## src/rtl/dice_pkg.sv

```systemverilog
// rtl/dice_pkg.sv - shared FSM states, seven-segment codes and width helpers for dice_roller_n
// Contents: state_e (IDLE/ROLLING/SHOW), SEG_DIGIT[0:9], SEG_BLANK, SEG_DASH,
//           die_width(sides), sum_width(sides, num_dice).
package dice_pkg;

  typedef enum logic [1:0] {
    IDLE    = 2'd0,
    ROLLING = 2'd1,
    SHOW    = 2'd2
  } state_e;

  // Active-low segment codes, bit order {g,f,e,d,c,b,a}.
  localparam logic [6:0] SEG_DIGIT [0:9] = '{
    7'h40, 7'h79, 7'h24, 7'h30, 7'h19, 7'h12, 7'h02, 7'h78, 7'h00, 7'h18
  };
  localparam logic [6:0] SEG_BLANK = 7'h7F;
  localparam logic [6:0] SEG_DASH  = 7'h3F;

  function automatic int die_width(input int sides);
    return $clog2(sides + 1);
  endfunction

  function automatic int sum_width(input int sides, input int num_dice);
    return $clog2(sides * num_dice + 1);
  endfunction

endpackage

```

## src/rtl/dice_seg7_2digit.sv

```systemverilog
// rtl/dice_seg7_2digit.sv - combinational 0..99 to two active-low seven-segment digits
// Ports: v_i         value to show (0..99)
//        blank_lz_i  blank the tens digit when v_i < 10
//        show_dash_i force both digits to a dash
//        seg_tens_o  tens digit {g,f,e,d,c,b,a}, active-low
//        seg_ones_o  ones digit, same encoding
module dice_seg7_2digit
  import dice_pkg::*;
(
  input  logic [6:0] v_i,
  input  logic       blank_lz_i,
  input  logic       show_dash_i,
  output logic [6:0] seg_tens_o,
  output logic [6:0] seg_ones_o
);

  logic [6:0] tens;
  logic [3:0] ones;

  always_comb begin
    tens       = v_i / 7'd10;
    ones       = 4'(v_i % 7'd10);
    seg_tens_o = SEG_DASH;
    seg_ones_o = SEG_DASH;
    // Values above 99 cannot occur by parameter limits; they fall back to dashes.
    if (!show_dash_i && tens < 7'd10) begin
      seg_ones_o = SEG_DIGIT[ones];
      seg_tens_o = (blank_lz_i && tens == 7'd0) ? SEG_BLANK : SEG_DIGIT[tens[3:0]];
    end
  end

endmodule

```

## src/rtl/dice_roller_n.sv

```systemverilog
// rtl/dice_roller_n.sv - NUM_DICE x SIDES dice roller with animated two-digit display
// Ports: clk       system clock
//        reset     asynchronous active-high reset
//        roll      button level, asynchronous to clk
//        seg_tens  tens digit, active-low {g,f,e,d,c,b,a}
//        seg_ones  ones digit, active-low
//        total     latched sum, 0 until the first roll completes
//        die_vals  latched per-die values, die 0 in the LSBs
//        busy      high while rolling
//        done      one-cycle pulse after the result latches
module dice_roller_n
  import dice_pkg::*;
#(
  parameter int SIDES       = 20,
  parameter int NUM_DICE    = 1,
  parameter int ROLL_CYCLES = 32,
  parameter int ANIM_DIV    = 4,
  parameter bit BLANK_LZ    = 1'b1,
  localparam int DIE_W      = die_width(SIDES),
  localparam int SUM_W      = sum_width(SIDES, NUM_DICE)
) (
  input  logic                      clk,
  input  logic                      reset,
  input  logic                      roll,
  output logic [6:0]                seg_tens,
  output logic [6:0]                seg_ones,
  output logic [SUM_W-1:0]          total,
  output logic [NUM_DICE*DIE_W-1:0] die_vals,
  output logic                      busy,
  output logic                      done
);

  if (SIDES < 2 || SIDES > 99 || NUM_DICE < 1 || NUM_DICE > 4 ||
      SIDES * NUM_DICE > 99 || ROLL_CYCLES < 1 || ANIM_DIV < 1) begin : g_param_check
    $error("dice_roller_n: illegal parameter combination");
  end

  localparam int RC_W = (ROLL_CYCLES > 1) ? $clog2(ROLL_CYCLES) : 1;
  localparam int AN_W = (ANIM_DIV > 1) ? $clog2(ANIM_DIV) : 1;
  localparam logic [RC_W-1:0] ROLL_LAST = RC_W'(ROLL_CYCLES - 1);
  localparam logic [AN_W-1:0] ANIM_LAST = AN_W'(ANIM_DIV - 1);

  // Button synchroniser and rising-edge detect. The rise pulse is registered
  // so the FSM only ever sees a flop output.
  logic s1_q, s2_q, s3_q, rise_q;

  // Odometer of die counters.
  logic [NUM_DICE-1:0][DIE_W-1:0] die_q, die_d;
  logic                           carry;
  logic [SUM_W-1:0]               live_sum;

  state_e                    state_q, state_d;
  logic [RC_W-1:0]           roll_cnt_q, roll_cnt_d;
  logic [AN_W-1:0]           anim_cnt_q, anim_cnt_d;
  logic [SUM_W-1:0]          total_q, total_d;
  logic [NUM_DICE*DIE_W-1:0] die_vals_q, die_vals_d;
  logic [6:0]                disp_q, disp_d;
  logic                      done_q, done_d;

  // A die advances only when every lower die is wrapping on this cycle, so
  // the all-SIDES state rolls over to all-ones in one clock.
  always_comb begin
    die_d = die_q;
    carry = 1'b1;
    for (int k = 0; k < NUM_DICE; k++) begin
      if (carry) begin
        die_d[k] = (die_q[k] == DIE_W'(SIDES)) ? DIE_W'(1) : die_q[k] + DIE_W'(1);
      end
      carry = carry & (die_q[k] == DIE_W'(SIDES));
    end
  end

  always_comb begin
    live_sum = '0;
    for (int k = 0; k < NUM_DICE; k++) begin
      live_sum = live_sum + SUM_W'(die_q[k]);
    end
  end

  always_comb begin
    state_d    = state_q;
    roll_cnt_d = roll_cnt_q;
    anim_cnt_d = anim_cnt_q;
    total_d    = total_q;
    die_vals_d = die_vals_q;
    disp_d     = disp_q;
    done_d     = 1'b0;
    case (state_q)
      IDLE, SHOW: begin
        if (rise_q) begin
          state_d    = ROLLING;
          roll_cnt_d = '0;
          anim_cnt_d = '0;
        end
      end
      ROLLING: begin
        // Presses arriving here are dropped, not queued.
        roll_cnt_d = roll_cnt_q + RC_W'(1);
        anim_cnt_d = anim_cnt_q + AN_W'(1);
        if (anim_cnt_q == ANIM_LAST) begin
          disp_d     = 7'(live_sum);
          anim_cnt_d = '0;
        end
        if (roll_cnt_q == ROLL_LAST) begin
          total_d    = live_sum;
          die_vals_d = die_q;
          disp_d     = 7'(live_sum);
          done_d     = 1'b1;
          state_d    = SHOW;
        end
      end
      default: state_d = IDLE;
    endcase
  end

  always_ff @(posedge clk or posedge reset) begin
    if (reset) begin
      s1_q       <= 1'b0;
      s2_q       <= 1'b0;
      s3_q       <= 1'b0;
      rise_q     <= 1'b0;
      for (int k = 0; k < NUM_DICE; k++) begin
        die_q[k] <= DIE_W'(1);
      end
      state_q    <= IDLE;
      roll_cnt_q <= '0;
      anim_cnt_q <= '0;
      total_q    <= '0;
      die_vals_q <= '0;
      disp_q     <= '0;
      done_q     <= 1'b0;
    end else begin
      s1_q       <= roll;
      s2_q       <= s1_q;
      s3_q       <= s2_q;
      rise_q     <= s2_q & ~s3_q;
      die_q      <= die_d;
      state_q    <= state_d;
      roll_cnt_q <= roll_cnt_d;
      anim_cnt_q <= anim_cnt_d;
      total_q    <= total_d;
      die_vals_q <= die_vals_d;
      disp_q     <= disp_d;
      done_q     <= done_d;
    end
  end

  // IDLE is only reachable through reset, so it doubles as "no roll yet".
  dice_seg7_2digit u_seg (
    .v_i         (disp_q),
    .blank_lz_i  (BLANK_LZ),
    .show_dash_i (state_q == IDLE),
    .seg_tens_o  (seg_tens),
    .seg_ones_o  (seg_ones)
  );

  assign total    = total_q;
  assign die_vals = die_vals_q;
  assign busy     = (state_q == ROLLING);
  assign done     = done_q;

endmodule

```

## config.mk

```make
export PLATFORM = sky130hd
export DESIGN_NAME = dice_roller_n
export DESIGN_NICKNAME = d
export VERILOG_FILES = /design/src/rtl/dice_pkg.sv /design/src/rtl/dice_seg7_2digit.sv /design/src/rtl/dice_roller_n.sv
export SDC_FILE = /design/constraint.sdc
export NUM_CORES = 1
export LEC_CHECK = 0
export CAP_MARGIN = 5
export CELL_PAD_IN_SITES_DETAIL_PLACEMENT = 0
export CELL_PAD_IN_SITES_GLOBAL_PLACEMENT = 1
export CORE_MARGIN = 2
export CORE_UTILIZATION = 40
export CTS_CLUSTER_DIAMETER = 60
export DETAILED_ROUTE_END_ITERATION = 8
export PLACE_DENSITY = 0.9
export SETUP_SLACK_MARGIN = 0.02
export SKIP_CTS_REPAIR_TIMING = 1
export SLEW_MARGIN = 0
export SYNTH_ARGS = -nofsm -noshare
export SYNTH_HDL_FRONTEND = slang
export SYNTH_SLANG_ARGS = --single-unit
```

## constraint.sdc

```tcl
create_clock -name clk -period 4.2 [get_ports clk]
set_input_delay 0.42 -clock clk [delete_from_list [all_inputs] [get_ports clk]]
set_output_delay 0.42 -clock clk [all_outputs]
set_load 0.01 [all_outputs]
```

# ---- Yosys cells after proc, flatten, opt, wreduce, memory -nomap -nowiden
# Memory sizes are Yosys's and may differ from the RTL's.
# Index checks and enable logic that the tools add are counted.
dict set report word_totals {
  latchBits 0
  mem_bits_ro 224
  ff_bits 31
  ram_bits 0
  n_memories 2
  in_bits 3
  out_inout_bits 26
  elab_cells 63
}
# name depth width rd rd_ports_with_merged_regs write_ports line_no
set memory_table {}
lappend memory_table {{(name not given)} 16 7 1 0 0 dice_seg7_2digit.sv:28} ;# seg_tens_o = (blank_lz_i && tens == 7'd0) ? SEG_BLANK : SEG_DIGIT[tens[3:0]];
lappend memory_table {{(name not given)} 16 7 1 0 0 dice_seg7_2digit.sv:27} ;# seg_ones_o = SEG_DIGIT[ones];
dict set report classes {
  n_shift 0
  n_mux 20
  bitwise_logic 4
  order_cmp 3
  n_reduce_logical 11
  div 2
  multipliers 0
  eq_ne 7
  add_sub_neg 3
}
# operator count
set ops {}
lappend ops {{2-to-1 mux 7 bit} 9}
lappend ops {{adder 5 x 1 -> 5 bit (second input constant)} 2}
lappend ops {{equality test 5 bit (second input constant)} 2}
lappend ops {{>= comparator 5 bit (second input constant)} 2}
lappend ops {{2-to-1 mux 5 bit} 2}
lappend ops {{inverter 4 -> 5 bit} 2}
lappend ops {{case mux 5 bit (2 select lines)} 1}
lappend ops {{2-to-1 mux 2 bit} 4}
lappend ops {{case mux 2 bit (2 select lines)} 2}
lappend ops {{AND reduction 2 bit} 4}
lappend ops {{divider 7 x 4 -> 7 bit (second input constant)} 1}
lappend ops {{logical NOT 7 bit} 1}
lappend ops {{< comparator 7 x 4 -> 1 bit (second input constant)} 1}
lappend ops {{modulo 7 x 4 -> 7 bit (second input constant)} 1}
lappend ops {{equality test 2 bit (second input constant)} 2}
lappend ops {{nonzero test 2 bit} 2}
lappend ops {{adder 2 x 1 -> 2 bit (second input constant)} 1}
lappend ops {{equality test 2 x 1 -> 1 bit (second input constant)} 1}
lappend ops {{logical NOT 2 bit} 1}
lappend ops {{2-to-1 mux 1 bit} 2}
lappend ops {{inequality test 2 x 1 -> 1 bit (second input constant)} 1}
lappend ops {{inequality test 2 bit (second input constant)} 1}
lappend ops {{OR reduction 2 bit} 1}
lappend ops {{AND 1 bit} 1}
lappend ops {{other kinds (3)} 3}

# ---- Logic depth before layout (Yosys ltp)
dict set report depth {
  word_depth 7
  depth_mapped 12
  depth_no_buf 12
}

# ---- Modules after synthesis
# From an unflattened synthesis, not the netlist that was laid out.
dict set report unflattened {
  cells_unflattened 253
  area_unflattened_um2 2361.0
}
# module instances seq_area_each_um2 cells_each area_per_inst_um2
set by_module_without_submodules {}
lappend by_module_without_submodules {dice_roller_n 1 726.9 105 1333.8}
lappend by_module_without_submodules {dice_seg7_2digit 1 0.0 148 1027.2}

# ---- Worst setup path before layout
# No wires, ideal clock.
dict set report synth_timing {
  path_type {reg2out}
  startpoint {register disp_q[3]}
  endpoint {output seg_ones[3]}
  path_stages_with_launch 12
  setup_slack_ns 1.011
  path_buffers 0
  t_required_ns 3.780
  arrival_time_ns 2.769
  path_cell_list {dfrtp_1 or2_2 ha_1 nor2b_1 a21boi_0 ha_1 o31a_1 o211a_4 xnor2_1 ha_1 nor4_1 a221oi_2}
}
dict set report synth_between {
  elab_chain_cells 6
  elab_cells_between_ends 9
  classes_between {div: 2; order compare: 1; mux: 3; bitwise: 1; reduce/logical: 1; memory: 1}
}
# item line_no
set synth_rtl {}
lappend synth_rtl {{from (decl)} dice_roller_n.sv:57} ;# logic [6:0] disp_q, disp_d;
lappend synth_rtl {{from (signal assigned)} dice_roller_n.sv:143} ;# disp_q <= disp_d;
lappend synth_rtl {{modulo 7 x 4 -> 7 bit} dice_seg7_2digit.sv:22} ;# ones = 4'(v_i % 7'd10);
lappend synth_rtl {{inverter 4 -> 5 bit (not written as such)} dice_seg7_2digit.sv:27}
lappend synth_rtl {{memory (16 x 7 bit)} n/a}
lappend synth_rtl {{2-to-1 mux 7 bit (not written as such) (2 in a row)} dice_seg7_2digit.sv:27}
lappend synth_rtl {{2-to-1 mux 7 bit *} dice_seg7_2digit.sv:26} ;# if (!show_dash_i && tens < 7'd10) begin
lappend synth_rtl {{to (decl)} dice_roller_n.sv:26} ;# output logic [6:0] seg_ones,
# Mark *: on every way between the ends. The rest lies on a longest branch, timed or not. The select of a mux whose other input is x is not followed.

# ---- Final worst setup path
# Same ends and word-level chain as after synthesis.

==> results.json <==
{
  "clock_latency_ps": 270,
  "antenna_left": 0,
  "skew_ps": 2.93,
  "grt_max_degree": 30,
  "cp_max_fo": 6,
  "yosys_warnings": 0,
  "start_kind": "flip-flop",
  "timing.final.crit_share_pct": 94.6,
  "min_path_cells": 0,
  "grtUsageTotal_pct": 13.5,
  "synth-simple-area-share_pct": 16.1,
  "reg2reg_to": "disp_q[2]",
  "start_util_pct": 41.3,
  "fin_crit_ps": 3970,
  "dr_total_vias": 1177,
  "r2r_cells": 6,
  "path_class": "flip-flop to primary output",
  "cap_violations": 0,
  "nets": 207,
  "fillers": 373,
  "die_x_um": 68.3,
  "die-area_mm2": 0.00466,
  "synth_fa_ha_area_share_pct": 9.85,
  "max_freq_mhz": 252,
  "gp_congestion": 0.865,
  "relSlewSlack_pct": 30.5,
  "drt_first_pass_iters": 4,
  "r2r_slack_ps": 2330,
  "core_mm2": 0.00400,
  "root_buffer": "clkbuf_8",
  "hold_viol_final": 0,
  "status": "complete, no violations",
  "grt_remaining_overflow": 0,
  "setup_violations": 0,
  "grt_pass1_wl_um": 4640,
  "netlist-cell-type-count": 39,
  "cts_tree": "built",
  "drc": 0,
  "syn_to_final_growth_pct": 22.9,
  "io_buffers": 27,
  "drt_iter0_drc": 38,
  "rsz0062_at_grt": "false",
  "fp-row-count": 23,
  "die_h_um": 68.3,
  "syn-cell-area_mm2": 0.00165,
  "htreeDepth": 2,
  "min-delay-start": "s1_q",
  "finalMaxSlewViolations": 0,
  "synthesis.nets": 182,
  "seq_area_frac_synth_pct": 44.0,
  "antenna_found_initial": 0,
  "synth-seq-cells": 29,
  "hold_end": "s2_q",
  "syn_avg_cell_area_um2": 9.95,
  "synth_compound_area_share_pct": 16.4,
  "clk_path_buf_depth": 2,
  "drt-total-wl_um": 2760,
  "hold_path_class": "flip-flop to flip-flop",
  "syn-instance-count": 166,
  "cts.clk_slew.worst_paths_ps": 60,
  "regArea_um2": 727,
  "diodes": 0,
  "synth_xor_area_share_pct": 2.12,
  "multiInputGateArea_um2": 838,
  "vias_per_cell": 4.88,
  "cp-end-kind": "primary output",
  "cts_buffers": 5,
  "grt_pass1_vias": 1056,
  "tightest_slew_ps": 1040,
  "dpl.hpwl_um": 2010,
  "wl_per_cell_um": 11.5,
  "synthMuxAreaShare_pct": 4.85,
  "arrival_ps": 3550,
  "synth_top_family_by_area": "compound AO/OA/AOI/OAI gates",
  "crit_required_ps": 3780,
  "worstReg2RegStart": "roll_cnt_q[0]",
  "io-pin-count": 29,
  "cts.sinks": 29,
  "drive_gt1_share_pct": 13.1,
  "final.setup.tns_ps": 0
}
-- routing by layer --
layer | global-route usage (%) | vias to the layer above | part of all wire (%)
met4 | 6.75 | 0 | 2.0
li1 | - | 613 | -
met1 | 17.5 | 530 | 51
met5 | 0 | - | 0
met3 | 4.11 | 6 | 4.8
met2 | 20.5 | 28 | 42
-- sequential cells by signal, summed over array words and instances (netlist names), 2 cells and up --
name / flops
die_q: 5
die_vals: 5
disp_q: 5
roll_cnt_q: 5
anim_cnt_q: 2
state_q: 2
-- layout make-up --
class	count	area share (%)
Clock buffer	7	4.25
Inverter	12	2.22
Multi-Input combinational cell	116	41.3
Sequential cell	29	35.8
Tap cell	50	3.08
Timing Repair Buffer	27	13.3
-- worst max-delay path, stage by stage (launching register included) --
cell and delay [ps]:
dfrtp_1 430, or2_2 310, ha_1 240, nand2b_1 140, a21boi_1 220, ha_1 210
o31a_1 190, o211a_4 220, xnor2_4 140, ha_1 280, nor4_1 330, a221oi_2 60
clkdlybuf4s50_1 490
-- logic make-up (layout without fill, tap and decap cells) --
logic type | count (synthesis) | after routing
muxes | 7 | 7
AOI/OAI and AO/OA | 38 | 38
DFF | 29 | 29
and+or+nand+nor | 53 | 53
xor gates and xnor gates | 4 | 4
buffers and inverters | 21 | 46
adders and majority gates | 13 | 13
other | 1 | 1
-- cell usage after synthesis --
cell type	number	area, µm²
dfrtp_1	28	701
nor3_1	2	10.0
xnor2_1	4	35.0
dfstp_2	1	26.3
a221oi_2	1	15.0
o31a_1	2	17.5
ha_1	13	163
a21boi_0	1	7.51
mux2i_1	2	20.0
or2_2	6	37.5
and3_1	1	6.26
a21oi_1	1	5.00
nand3_1	3	15.0
o22ai_1	1	6.26
nand4b_1	1	8.76
o21a_1	1	7.51
a22o_1	4	35.0
nor2b_1	2	12.5
a211oi_1	2	15.0
o21ai_2	3	26.3
nand2b_1	5	31.3
a21o_1	2	15.0
nand2_1	22	82.6
mux2_2	4	45.0
and2_1	3	18.8
or3_4	1	11.3
nand3b_1	1	7.51
buf_4	7	52.6
a31oi_1	1	6.26
nor2_1	5	18.8
o21ai_0	13	65.1
conb_1	1	3.75
o211a_4	1	17.5
clkbuf_1	2	7.51
nor4_1	1	6.26
mux2_4	1	15.0
o31ai_1	3	22.5
inv_1	12	45.0
o21ai_1	2	10.0
-- worst max-delay path by stage --
| stage | startpoint | endpoint | slack, ps |
|---|---|---|---|
| after CTS | disp_q[3] | seg_ones[3] | 10 |
| after detailed placement | disp_q[3] | seg_ones[3] | 320 |
| after floorplan | disp_q[3] | seg_ones[3] | 1010 |
| final | disp_q[3] | seg_ones[3] | 230 |
| after global placement | disp_q[3] | seg_ones[3] | 400 |
| after global routing | disp_q[3] | seg_ones[3] | 30 |
-- metrics by stage --
step                      cells  utilization, %  hold slack, ps  setup WS [ps]  area, µm²
after floorplan             166               -             331           1010       1650
after global placement      234            48.1             335            396       1920
after detailed placement    234            48.1             338            318       1920
after CTS                   241            50.3             351           11.2       2010
after global routing        241            50.7             354           33.1       2030
final                       241            50.7             347            226       2030
-- cells in the final DEF, fill, tap and decap left out, drive strengths merged, types with 2 or more instances in the layout --
cell type / n
a211oi: 2
a21o: 2
a22o: 4
and2: 3
clkbuf: 7
clkdlybuf4s50: 27
dfrtp: 28
ha: 13
inv: 12
mux2: 5
mux2i: 2
nand2: 22
nand2b: 5
nand3: 3
nor2: 5
nor2b: 2
nor3: 2
o21ai: 18
o31a: 2
o31ai: 3
or2: 6
xnor2: 4
Power is not shown: default switching activity piles up to over one toggle a cycle in this logic, so the estimate is an artifact.
